$ cat config.mk
export PLATFORM = sky130hd
export DESIGN_NAME = sdram_init_seq
export DESIGN_NICKNAME = d
export VERILOG_FILES = /design/src/rtl/sdram_init_seq.sv
export SDC_FILE = /design/constraint.sdc
export NUM_CORES = 1
export LEC_CHECK = 0
export ABC_AREA = 1
export ABC_CLOCK_PERIOD_IN_PS = 4650
export BUFFER_PORTS_ARGS = -buffer_cell sky130_fd_sc_hd__buf_2
export CAP_MARGIN = 15
export CORE_ASPECT_RATIO = 1.75
export CORE_MARGIN = 4
export CORE_UTILIZATION = 30
export CTS_CLUSTER_DIAMETER = 50
export DETAILED_ROUTE_END_ITERATION = 8
export SLEW_MARGIN = 25
export SYNTH_ARGS = -nofsm -noshare
export SYNTH_HDL_FRONTEND = slang
export SYNTH_SLANG_ARGS = --single-unit
$ cat constraint.sdc
create_clock -name sdram_clk -period 4.65 [get_ports sdram_clk]
set_input_delay 0.2325 -clock sdram_clk [delete_from_list [all_inputs] [get_ports sdram_clk]]
set_output_delay 0.2325 -clock sdram_clk [all_outputs]
set_load 0.01 [all_outputs]
$ cat src/rtl/sdram_init_seq.sv
// SDRAM power-up initialisation sequencer: CKE/NOP wait, precharge-all, auto-refresh burst, mode load.
// Define SDR_INIT_EXT_MODE_EN to add an extended mode register load (BA=01) before completion.
module sdram_init_seq #(
  parameter int unsigned T_PWR    = 100,
  parameter int unsigned T_RP     = 3,
  parameter int unsigned T_RFC    = 7,
  parameter int unsigned NUM_REF  = 8,
  parameter int unsigned T_MRD    = 2,
  parameter logic [12:0] MODE_REG = 13'h033
) (
  input  logic        sdram_clk,
  input  logic        sdram_resetn,
  input  logic        init_req,
  output logic        sdr_cke,
  output logic        sdr_cs_n,
  output logic        sdr_ras_n,
  output logic        sdr_cas_n,
  output logic        sdr_we_n,
  output logic [12:0] sdr_addr,
  output logic [1:0]  sdr_ba,
  output logic        sdr_init_done,
  output logic [3:0]  dbg_state
);

  // Command word {cs_n, ras_n, cas_n, we_n}
  localparam logic [3:0] CMD_NOP = 4'b1111;
  localparam logic [3:0] CMD_PRE = 4'b0010;
  localparam logic [3:0] CMD_REF = 4'b0001;
  localparam logic [3:0] CMD_LMR = 4'b0000;

  localparam logic [15:0] PWR_M1  = 16'(T_PWR - 1);
  localparam logic [15:0] RP_M1   = 16'(T_RP - 1);
  localparam logic [15:0] RFC_M1  = 16'(T_RFC - 1);
  localparam logic [15:0] MRD_M1  = 16'(T_MRD - 1);
  localparam logic [7:0]  REF_NUM = 8'(NUM_REF);

  typedef enum logic [3:0] {
    IDLE,
    PWR_WAIT,
    PRECHARGE,
    TRP_WAIT,
    REFRESH,
    TRFC_WAIT,
    LOAD_MODE,
    TMRD_WAIT,
    DONE
`ifdef SDR_INIT_EXT_MODE_EN
    ,
    EXT_MODE,
    TEMRD_WAIT
`endif
  } state_t;

  state_t      state_q, state_d;
  logic [15:0] dly_q, dly_d;
  logic [7:0]  ref_q, ref_d;

  logic        cke_d;
  logic [3:0]  cmd_d;
  logic [12:0] addr_d;
  logic [1:0]  ba_d;
  logic        done_d;

  // Each command state loads dly with (T_x - 1); a zero load moves straight on next cycle.
  always_comb begin
    state_d = state_q;
    dly_d   = dly_q;
    ref_d   = ref_q;
    case (state_q)
      IDLE: begin
        state_d = PWR_WAIT;
        dly_d   = PWR_M1;
      end
      PWR_WAIT: begin
        if (dly_q == 16'd0) begin
          state_d = PRECHARGE;
          dly_d   = RP_M1;
          ref_d   = REF_NUM;
        end else begin
          dly_d = dly_q - 16'd1;
        end
      end
      PRECHARGE, TRP_WAIT: begin
        if (dly_q == 16'd0) begin
          state_d = REFRESH;
          dly_d   = RFC_M1;
          ref_d   = ref_q - 8'd1;
        end else begin
          state_d = TRP_WAIT;
          dly_d   = dly_q - 16'd1;
        end
      end
      REFRESH, TRFC_WAIT: begin
        if (dly_q == 16'd0) begin
          if (ref_q == 8'd0) begin
            state_d = LOAD_MODE;
            dly_d   = MRD_M1;
          end else begin
            state_d = REFRESH;
            dly_d   = RFC_M1;
            ref_d   = ref_q - 8'd1;
          end
        end else begin
          state_d = TRFC_WAIT;
          dly_d   = dly_q - 16'd1;
        end
      end
      LOAD_MODE, TMRD_WAIT: begin
        if (dly_q == 16'd0) begin
`ifdef SDR_INIT_EXT_MODE_EN
          state_d = EXT_MODE;
          dly_d   = MRD_M1;
`else
          state_d = DONE;
`endif
        end else begin
          state_d = TMRD_WAIT;
          dly_d   = dly_q - 16'd1;
        end
      end
`ifdef SDR_INIT_EXT_MODE_EN
      EXT_MODE, TEMRD_WAIT: begin
        if (dly_q == 16'd0) begin
          state_d = DONE;
        end else begin
          state_d = TEMRD_WAIT;
          dly_d   = dly_q - 16'd1;
        end
      end
`endif
      DONE: begin
        // Re-init skips the power-up wait; CKE is already high.
        if (init_req) begin
          state_d = PRECHARGE;
          dly_d   = RP_M1;
          ref_d   = REF_NUM;
        end
      end
      default: begin
        state_d = IDLE;
        dly_d   = 16'd0;
        ref_d   = 8'd0;
      end
    endcase
  end

  // Outputs are decoded from the next state so the pins register together with it.
  always_comb begin
    cke_d  = (state_d != IDLE);
    cmd_d  = CMD_NOP;
    addr_d = 13'h0000;
    ba_d   = 2'b00;
    done_d = (state_d == DONE);
    case (state_d)
      PRECHARGE: begin
        cmd_d  = CMD_PRE;
        addr_d = 13'h0400;
      end
      REFRESH:   cmd_d = CMD_REF;
      LOAD_MODE: begin
        cmd_d  = CMD_LMR;
        addr_d = MODE_REG;
      end
`ifdef SDR_INIT_EXT_MODE_EN
      EXT_MODE: begin
        cmd_d = CMD_LMR;
        ba_d  = 2'b01;
      end
`endif
      default: cmd_d = CMD_NOP;
    endcase
  end

  always_ff @(posedge sdram_clk or negedge sdram_resetn) begin
    if (!sdram_resetn) begin
      state_q       <= IDLE;
      dly_q         <= 16'd0;
      ref_q         <= 8'd0;
      sdr_cke       <= 1'b0;
      sdr_cs_n      <= 1'b1;
      sdr_ras_n     <= 1'b1;
      sdr_cas_n     <= 1'b1;
      sdr_we_n      <= 1'b1;
      sdr_addr      <= 13'h0000;
      sdr_ba        <= 2'b00;
      sdr_init_done <= 1'b0;
    end else begin
      state_q       <= state_d;
      dly_q         <= dly_d;
      ref_q         <= ref_d;
      sdr_cke       <= cke_d;
      sdr_cs_n      <= cmd_d[3];
      sdr_ras_n     <= cmd_d[2];
      sdr_cas_n     <= cmd_d[1];
      sdr_we_n      <= cmd_d[0];
      sdr_addr      <= addr_d;
      sdr_ba        <= ba_d;
      sdr_init_done <= done_d;
    end
  end

  assign dbg_state = state_q;

endmodule

# Yosys cells after proc, flatten, opt, wreduce, memory -nomap -nowiden
# Index checks and enable logic that the tools add are counted.
# word_totals
regBits,47
inputBits,3
out_inout_bits,25
elab_cells,63
# classes
n_bitwise,1
n_mux,22
reduce_logical,10
eq_ne,18
add_sub_neg,2
# op_table
cell,n
16-bit case mux with 6 select lines,1
16-bit two-way mux,5
8-bit two-way mux,5
8-bit case mux with 5 select lines,1
4-bit by 3-bit == test with 1-bit output (second input constant),6
4-bit case mux with 6 select lines,1
11-bit case mux with 2 select lines,1
16-bit zero test,1
4-bit two-way mux,4
16-bit by 1-bit subtractor with 16-bit output (second input constant),1
4-bit by 2-bit == test with 1-bit output (second input constant),3
2-bit inequality test (second input constant),6
4-bit case mux with 3 select lines,1
4-bit == test (second input constant),2
8-bit zero test,1
8-bit by 1-bit subtractor with 8-bit output (second input constant),1
3-bit two-way mux,2
6-bit AND reduction,1
2-bit OR reduction,3
4-bit by 1-bit == test with 1-bit output (second input constant),1
4-bit zero test,1
4-bit nonzero test,1
3-bit OR reduction,1
2-bit two-way mux,1
2 further kinds,2

# Logic depth before layout (Yosys ltp)
# Gate-level depths: netlist of the first run.
# depth
word_depth,6
depth_mapped,13
ltp_nobuf,13

# Least setup slack after synthesis of the first run
# OpenSTA, ideal clock, no wires.
# synth_timing
kind,register -> register
start,register dly_q[0]
end,register dly_q[9]
arrival_time_ns,1.486
path_buffers,0
path_stages_with_launch,12
t_required_ns,4.530
setup_ns,0.120
path_slack_ns,3.045
synth_period_minus_slack_ns,1.605
cell_sequence,dfrtp_1 > inv_1 > ha_1 > nand3_1 > nor2_4 > nand2_4 > nand2_4 > nand2_4 > nor2_4 > inv_1 > o21ai_0 > nor2_1
# synth_via
elab_chain_len,3
word_cells_on_any_way,9
cone_classes,add/sub: 1; eq/ne: 1; mux: 5; reduce/logical: 2
# synth_lines
item,line_no,rtl
start: declaration,55,"logic [15:0] dly_q, dly_d;"
start signal: assignment,189,dly_q <= dly_d;
16-bit by 1-bit subtractor with 16-bit output / 16-bit zero test (equally long branches),--,
"16-bit two-way mux, or another cell as far along",109,if (dly_q == 16'd0) begin
16-bit case mux with 6 select lines / 2-bit AND reduction (equally long branches),--,
# Several ways; a longest one is shown, not always the timed one. The select of a mux whose other input is x is not followed.
# A chain may end at the register's enable or synchronous reset.

# Worst setup path after layout of the first run
# Ends and elaborated chain as after synthesis.

==> metrics.cfg, run 1 <==
[cts]
clk_latency_ns=0.28
cts_tree=done
clkSlewWorstSetupHoldPaths_ns=0.06
cts_root_buffer=clkbuf_16
ctsResizeCount=0
cts.path.max_buffers=2
cts_buffers=5
postCtsHoldBufs=0
clock_sinks=35
cts_setup_buffers=0
cts_max_level=2

[layout]
diodes=0
nNetsFinal=329
drive_above_1_share_pct=16.7
post-route-cell-area_mm2=0.00253
areaGrowthSynthToFinish_pct=12.3

[floorplanning]
dieArea_mm2=0.00902
die_h_um=123
io_pins=28
initial_core_util_pct=31.0
num_rows=41
core_area_mm2=0.00728
dieWidth_um=73.5

[timing]
setup-tns-final_ns=0
setup_viol=0
maxSlewViolCount=0
period_needed_ns=1.93
worst_slew_pin_slew_ns=0.831
hold_violations=0
post-route-period-util_pct=41.5
rsz0062_at_grt=no
finalClockSkew_ns=0.00281
max_freq_ghz=0.518
whs_ns=0.0560
max_slew_margin_pct=44.6

[yosys]
synth_area_leaders=dfrtp_1, nand2_1, inv_1, nor2_1, nand3_1
dominantRegCellSynth=dfrtp_1
seq_area_frac_synth_pct=39.0
async_flop_share_pct=100
yosysTopAreaCell=dfrtp_1
synth_most_common_cell=nand2_1
synth_commonest_cells=nand2_1, inv_1, nor2_1
syn_inst=306
yosys_warnings=0
ys_types=32
synth_top_area_share_pct=35.5
synth_seq_cells=35
synth_edf_count=0
avgSynthCellArea_um2=7.37
syn_area_mm2=0.00225

[detailed_routing]
via_per_inst=4.66
wl_mm=5.19
vias=1907
ant_nets=0
drtPass1Iterations=4
drt_iter0_markers=100
drc=0
routedWlPerCell_um=12.7

[critical_path]
rr_worst_depth=11
cp_data_arrival_time_ns=2.10
crit_type=reg -> reg
slowest_delay_ns=0.35
cpMostUsedCell=nand2_4
crit_path_end=dly_q[9]
timing.rr.end=dly_q[9]
crit_path_max_fanout=8
cp_top_family=simple AND/OR/NAND/NOR gates
worstPathRequired_ns=4.82
start_kind=flop
cp-startpoint=dly_q[0]
crit_path_top_delay_cell=dfrtp_1
endpoint_kind=flop
cp.depth=11
worst-path-buf-inv=2
worstPathCellList=inv_1, ha_1, nand3_1, nor2_4, nand2_4, nand2_4, nand2_4, nor2_4, inv_1, o21ai_0, nor2_1
r2r-start=dly_q[0]
r2r_slack_ns=2.72

[power_and_ir_drop]
power_density_mw_per_mm2=297
p_leak_nw=1.34
peakVddDrop_v=0.000130

[job]
cap_violations=0

[placement]
numPortBuffers=17
gp_congestion=0.840
hpwl_mm=4.02
dpl_cell_area_mm2=0.00234

[global_route]
grt_max_degree=36
gr-total-overflow=0
first_global_vias=1887
grt_pass1_wl_mm=8.96
grt_use_total_pct=12.6
antenna_found_initial=0

[outcome]
outcome=complete, no violations

[min_path]
min_path_type=in -> async

flip-flops by register name, indices dropped and copies added, names as in the netlist:
signal,cells
dbg_state,4
dly_q,16
ref_q,8
sdr_addr,2
sdr_cas_n,1
sdr_cke,1
sdr_cs_n,1
sdr_init_done,1
sdr_we_n,1
layout by cell type (no fill, tap or decap):
| cell type | netlist | final |
|---|---|---|
| conb_1 | 1 | 10 |
| nand2_2 | 4 | 4 |
| o21ai_0 | 14 | 14 |
| nand3_2 | 2 | 2 |
| bufinv_16 | 0 | 2 |
| a21boi_0 | 1 | 1 |
| nand3_1 | 22 | 22 |
| o21bai_1 | 1 | 1 |
| xnor2_1 | 1 | 1 |
| nor2_4 | 3 | 3 |
| a21oi_1 | 8 | 8 |
| o21ai_2 | 2 | 2 |
| buf_2 | 0 | 17 |
| nor2_8 | 1 | 1 |
| nor3_1 | 3 | 3 |
| dfstp_2 | 3 | 3 |
| nor2_2 | 5 | 5 |
| ha_1 | 4 | 4 |
| or2_2 | 2 | 2 |
| dfrtp_1 | 32 | 32 |
| o22ai_1 | 1 | 1 |
| xor2_1 | 4 | 4 |
| nand2_4 | 4 | 4 |
| inv_2 | 2 | 2 |
| nand2_1 | 74 | 74 |
| nor2_1 | 41 | 41 |
| nand3b_1 | 2 | 2 |
| clkbuf_16 | 0 | 5 |
| clkinvlp_4 | 0 | 1 |
| nor3_2 | 1 | 1 |
| nand4_1 | 5 | 5 |
| o21ai_1 | 4 | 4 |
| inv_1 | 42 | 42 |
layout make-up:
class | instances | area [µm²]
Fill cell | 771 | 4750
Clock inverter | 3 | 67.6
Inverter | 44 | 165
Sequential cell | 35 | 880
Clock buffer | 5 | 125
Multi-Input combinational cell | 219 | 1100
Tap cell | 86 | 108
Timing Repair Buffer | 17 | 85.1
metal layers:
layer | GRT usage [%] | share of wire [%] | vias up
met1 | 13.9 | 37 | 896
met4 | 3.74 | 0.98 | 0
li1 | - | - | 964
met3 | 3.03 | 4.5 | 7
met2 | 23.3 | 58 | 40
met5 | 0 | 0 | -
logic make-up after synthesis:
logic type | after synthesis | synth area share, %
simple gates | 169 | 35.5
compound gates | 31 | 7.49
fa+ha+maj | 4 | 2.22
other cells | 1 | 0.166
xor+xnor | 5 | 1.94
flops | 35 | 39.0
buf+inv | 61 | 13.7
how the worst min path moves through the flow:
stage,endpoint,depth (start not counted),start,slack (ns)
3_5_place_dp,sdr_cke,1,sdram_resetn,0.38
6_report,sdr_cke,1,sdram_resetn,0.06
4_1_cts,sdr_cke,1,sdram_resetn,0.08
2_1_floorplan,dbg_state[0],0,sdram_resetn,-0.06
3_3_place_gp,sdr_cke,1,sdram_resetn,0.38
5_1_grt,sdr_cke,1,sdram_resetn,0.12
metrics by stage:
step | total power [mW] | cells | setup slack, ns | utilization, %
after detailed placement | 0.321 | 401 | 2.72 | 32.1
after global placement | 0.321 | 401 | 2.77 | 32.1
after CTS | 0.760 | 409 | 2.71 | 34.7
after floorplan | 0.320 | 315 | 3.04 | -
final | 0.753 | 409 | 2.72 | 34.7
after global routing | 0.778 | 409 | 2.53 | 34.7
report_power, final:
group          total, mW  switching (mW)  leakage [nW]  internal (mW)
registers          0.305               0         0.455          0.305
logic             0.0109          0.0103         0.792       0.000663
clock network      0.437           0.130        0.0900          0.307
(Power assumes the default switching activity.)
==> inputs of run 2 (changes only) <==
ABC_CLOCK_PERIOD_IN_PS = 1900   (was 4650)
clock period = 1.9 ns   (was 4.65 ns; I/O delays follow)
==> metrics.cfg, run 2 (synthesis gave the netlist of run 1 again) <==
[outcome]
outcome=complete, no violations  ; unchanged

[critical_path]
worstPathCellList=inv_1, ha_2, nand3_1, nor2_4, nand2_4, nand2_4, nand2_4, nor2_8, buf_6, o21ai_0  ; was inv_1, ha_1, nand3_1, nor2_4, nand2_4, nand2_4, nand2_4, nor2_4, inv_1, o21ai_0, nor2_1
rr_worst_depth=10  ; was 11
crit_path_top_delay_cell=dfrtp_1  ; unchanged
cp.depth=10  ; was 11
cp_data_arrival_time_ns=1.89  ; was 2.10 ns
worstPathRequired_ns=2.05  ; was 4.82 ns
slowest_delay_ns=0.39  ; was 0.35 ns
timing.rr.end=ref_q[3]  ; was dly_q[9]
start_kind=flop  ; unchanged
r2r_slack_ns=0.16  ; was 2.72 ns
cp_top_family=simple AND/OR/NAND/NOR gates  ; unchanged
crit_path_max_fanout=8  ; unchanged
worst-path-buf-inv=2  ; unchanged
crit_type=reg -> reg  ; unchanged
r2r-start=dly_q[1]  ; was dly_q[0]
endpoint_kind=flop  ; unchanged
cpMostUsedCell=nand2_4  ; unchanged

[detailed_routing]
via_per_inst=4.61  ; was 4.66
ant_nets=0  ; unchanged
drtPass1Iterations=5  ; was 4
wl_mm=5.34  ; was 5.19 mm
routedWlPerCell_um=12.7  ; about the same
drt_iter0_markers=123  ; was 100
vias=1932  ; was 1907
drc=0  ; unchanged

[cts]
cts_buffers=5  ; unchanged
cts.path.max_buffers=2  ; unchanged
cts_tree=done  ; unchanged
clock_sinks=35  ; unchanged
cts_max_level=2  ; unchanged
cts_root_buffer=clkbuf_16  ; unchanged
clk_latency_ns=0.28  ; about the same
clkSlewWorstSetupHoldPaths_ns=0.06  ; about the same

[timing]
setup_viol=0  ; unchanged
worst_slew_pin_slew_ns=0.823  ; was 0.831 ns
whs_ns=0.106  ; was 0.0560 ns
maxSlewViolCount=0  ; unchanged
max_freq_ghz=0.575  ; was 0.518 GHz
finalClockSkew_ns=0.00560  ; was 0.00281 ns
hold_violations=0  ; unchanged
period_needed_ns=1.74  ; was 1.93 ns
fin_ws_ns=0.161  ; was 2.72 ns
post-route-period-util_pct=91.5  ; was 41.5%
max_slew_margin_pct=45.1  ; was 44.6%

[layout]
layout_commonest_cell=nand2_1  ; unchanged
drive_above_1_share_pct=19.5  ; was 16.7%
post-route-cell-area_mm2=0.00260  ; was 0.00253 mm²
largest_reg_flops=16  ; unchanged
multi_input_area_mm2=0.00111  ; was 0.00110 mm²
regMostFlops=dly_q  ; unchanged
ff_latch_area_um2=880  ; unchanged
mostFrequentLayoutCells=nand2_1, inv_1, nor2_1, dfrtp_1, nand3_1  ; unchanged
areaGrowthSynthToFinish_pct=15.4  ; was 12.3%
final_cells=419  ; was 409
diodes=0  ; unchanged
nFillCells=778  ; was 771
nNetsFinal=339  ; was 329

[power_and_ir_drop]
p_clk_share_pct=55.2  ; was 58.1%
switchingPower_mw=0.360  ; was 0.140 mW
peakVddDrop_v=0.000310  ; was 0.000130 V
power_density_mw_per_mm2=664  ; was 297 mW/mm²
p_seq_share_pct=43.2  ; was 40.5%
switching_share_pct=20.8  ; was 18.6%
p_leak_nw=1.38  ; was 1.34 nW
p_int_mw=1.37  ; was 0.612 mW
totalPowerFinal_mw=1.73  ; was 0.753 mW
p_comb_share_pct=1.6  ; was 1.5%

[global_route]
grt_pass1_wl_mm=8.69  ; was 8.96 mm
grt_max_degree=36  ; unchanged
first_global_vias=1895  ; was 1887
grt_use_total_pct=12.6  ; about the same
gr-total-overflow=0  ; unchanged
antenna_found_initial=0  ; unchanged

[min_path]
min_path_type=in -> reg  ; was in -> async
hp-start=init_req
min_path_cells=3
worstHoldEndpoint=dbg_state[1]

[job]
cap_violations=0  ; unchanged

[floorplanning]
dieArea_mm2=0.00902  ; unchanged
initial_core_util_pct=31.0  ; unchanged
core_area_mm2=0.00728  ; unchanged
dieWidth_um=73.5  ; unchanged
io_pins=28  ; unchanged
num_rows=41  ; unchanged
die_h_um=123  ; unchanged

[placement]
dp.cells=405  ; was 401
numPortBuffers=17  ; unchanged
hpwl_mm=4.04  ; was 4.02 mm
dpl_cell_area_mm2=0.00237  ; was 0.00234 mm²
gp_congestion=0.862  ; was 0.840
pre_cts_slack_ns=0.140  ; was 2.72 ns

-- run 2: cell count changes in the layout (fill, tap and decap cells not counted), sizes merged --
cell / delta
clkinv: +2
clkinvlp: -1
buf: +9
bufinv: -1
dlygate4sd3: +1
-- run 2: area by class of cell --
class                      instances  share of cell area (%)
clock buffer                       5                    4.81
tap                               86                    4.13
clock inverter                     3                    1.68
sequential                        35                    33.8
multi-input combinational        219                    42.8
timing repair buffer              27                    6.39
inverter                          44                    6.35
-- run 2: through the flow --
step / utilization [%] / setup TNS, ns
floorplan: - / 0
global placement: 32.5 / 0
detailed placement: 32.5 / 0
CTS: 35.0 / 0
global route: 35.7 / -0.00527
finish: 35.7 / 0
-- run 2: worst min-delay path, stage by stage --
cell and delay (ns):
buf_2 0.10, nand2_1 0.05, nand3_1 0.09
-- run 2: worst max path at each step --
stage | slack (ns) | to | from
after floorplan | 0.29 | dly_q[9] | dly_q[0]
after global placement | 0.18 | dly_q[10] | dbg_state[1]
after detailed placement | 0.14 | ref_q[3] | dly_q[1]
after CTS | 0.13 | dly_q[10] | dbg_state[3]
after global routing | -0.005 | ref_q[7] | dly_q[1]
final | 0.16 | ref_q[3] | dly_q[1]
-- run 2: repair_timing --
item | in CTS | in global routing
setup endpoints to repair | 0 | 12
hold endpoints to repair | 32 | 0
buffers inserted | 0 | 5
resized for setup | 0 | 6
hold buffers | 1 | 0
-- run 2: routing by layer --
metal / global-route usage [%] / up-vias / part of all wire, %
met3: 2.38 / 9 / 3.6
met4: 5.10 / 0 / 2.3
li1: - / 985 / -
met1: 12.5 / 901 / 38
met5: 0 / - / 0
met2: 24.4 / 37 / 56
-- run 2: power groups by stage --
stage	Sequential, mW	Combinational, mW	Clock [mW]
3_3_place_gp	0.759	0.0273	0
4_1_cts	0.746	0.0295	0.973
6_report	0.746	0.0283	0.953
3_5_place_dp	0.759	0.0281	0
5_1_grt	0.745	0.0336	1.01
2_1_floorplan	0.759	0.0244	0
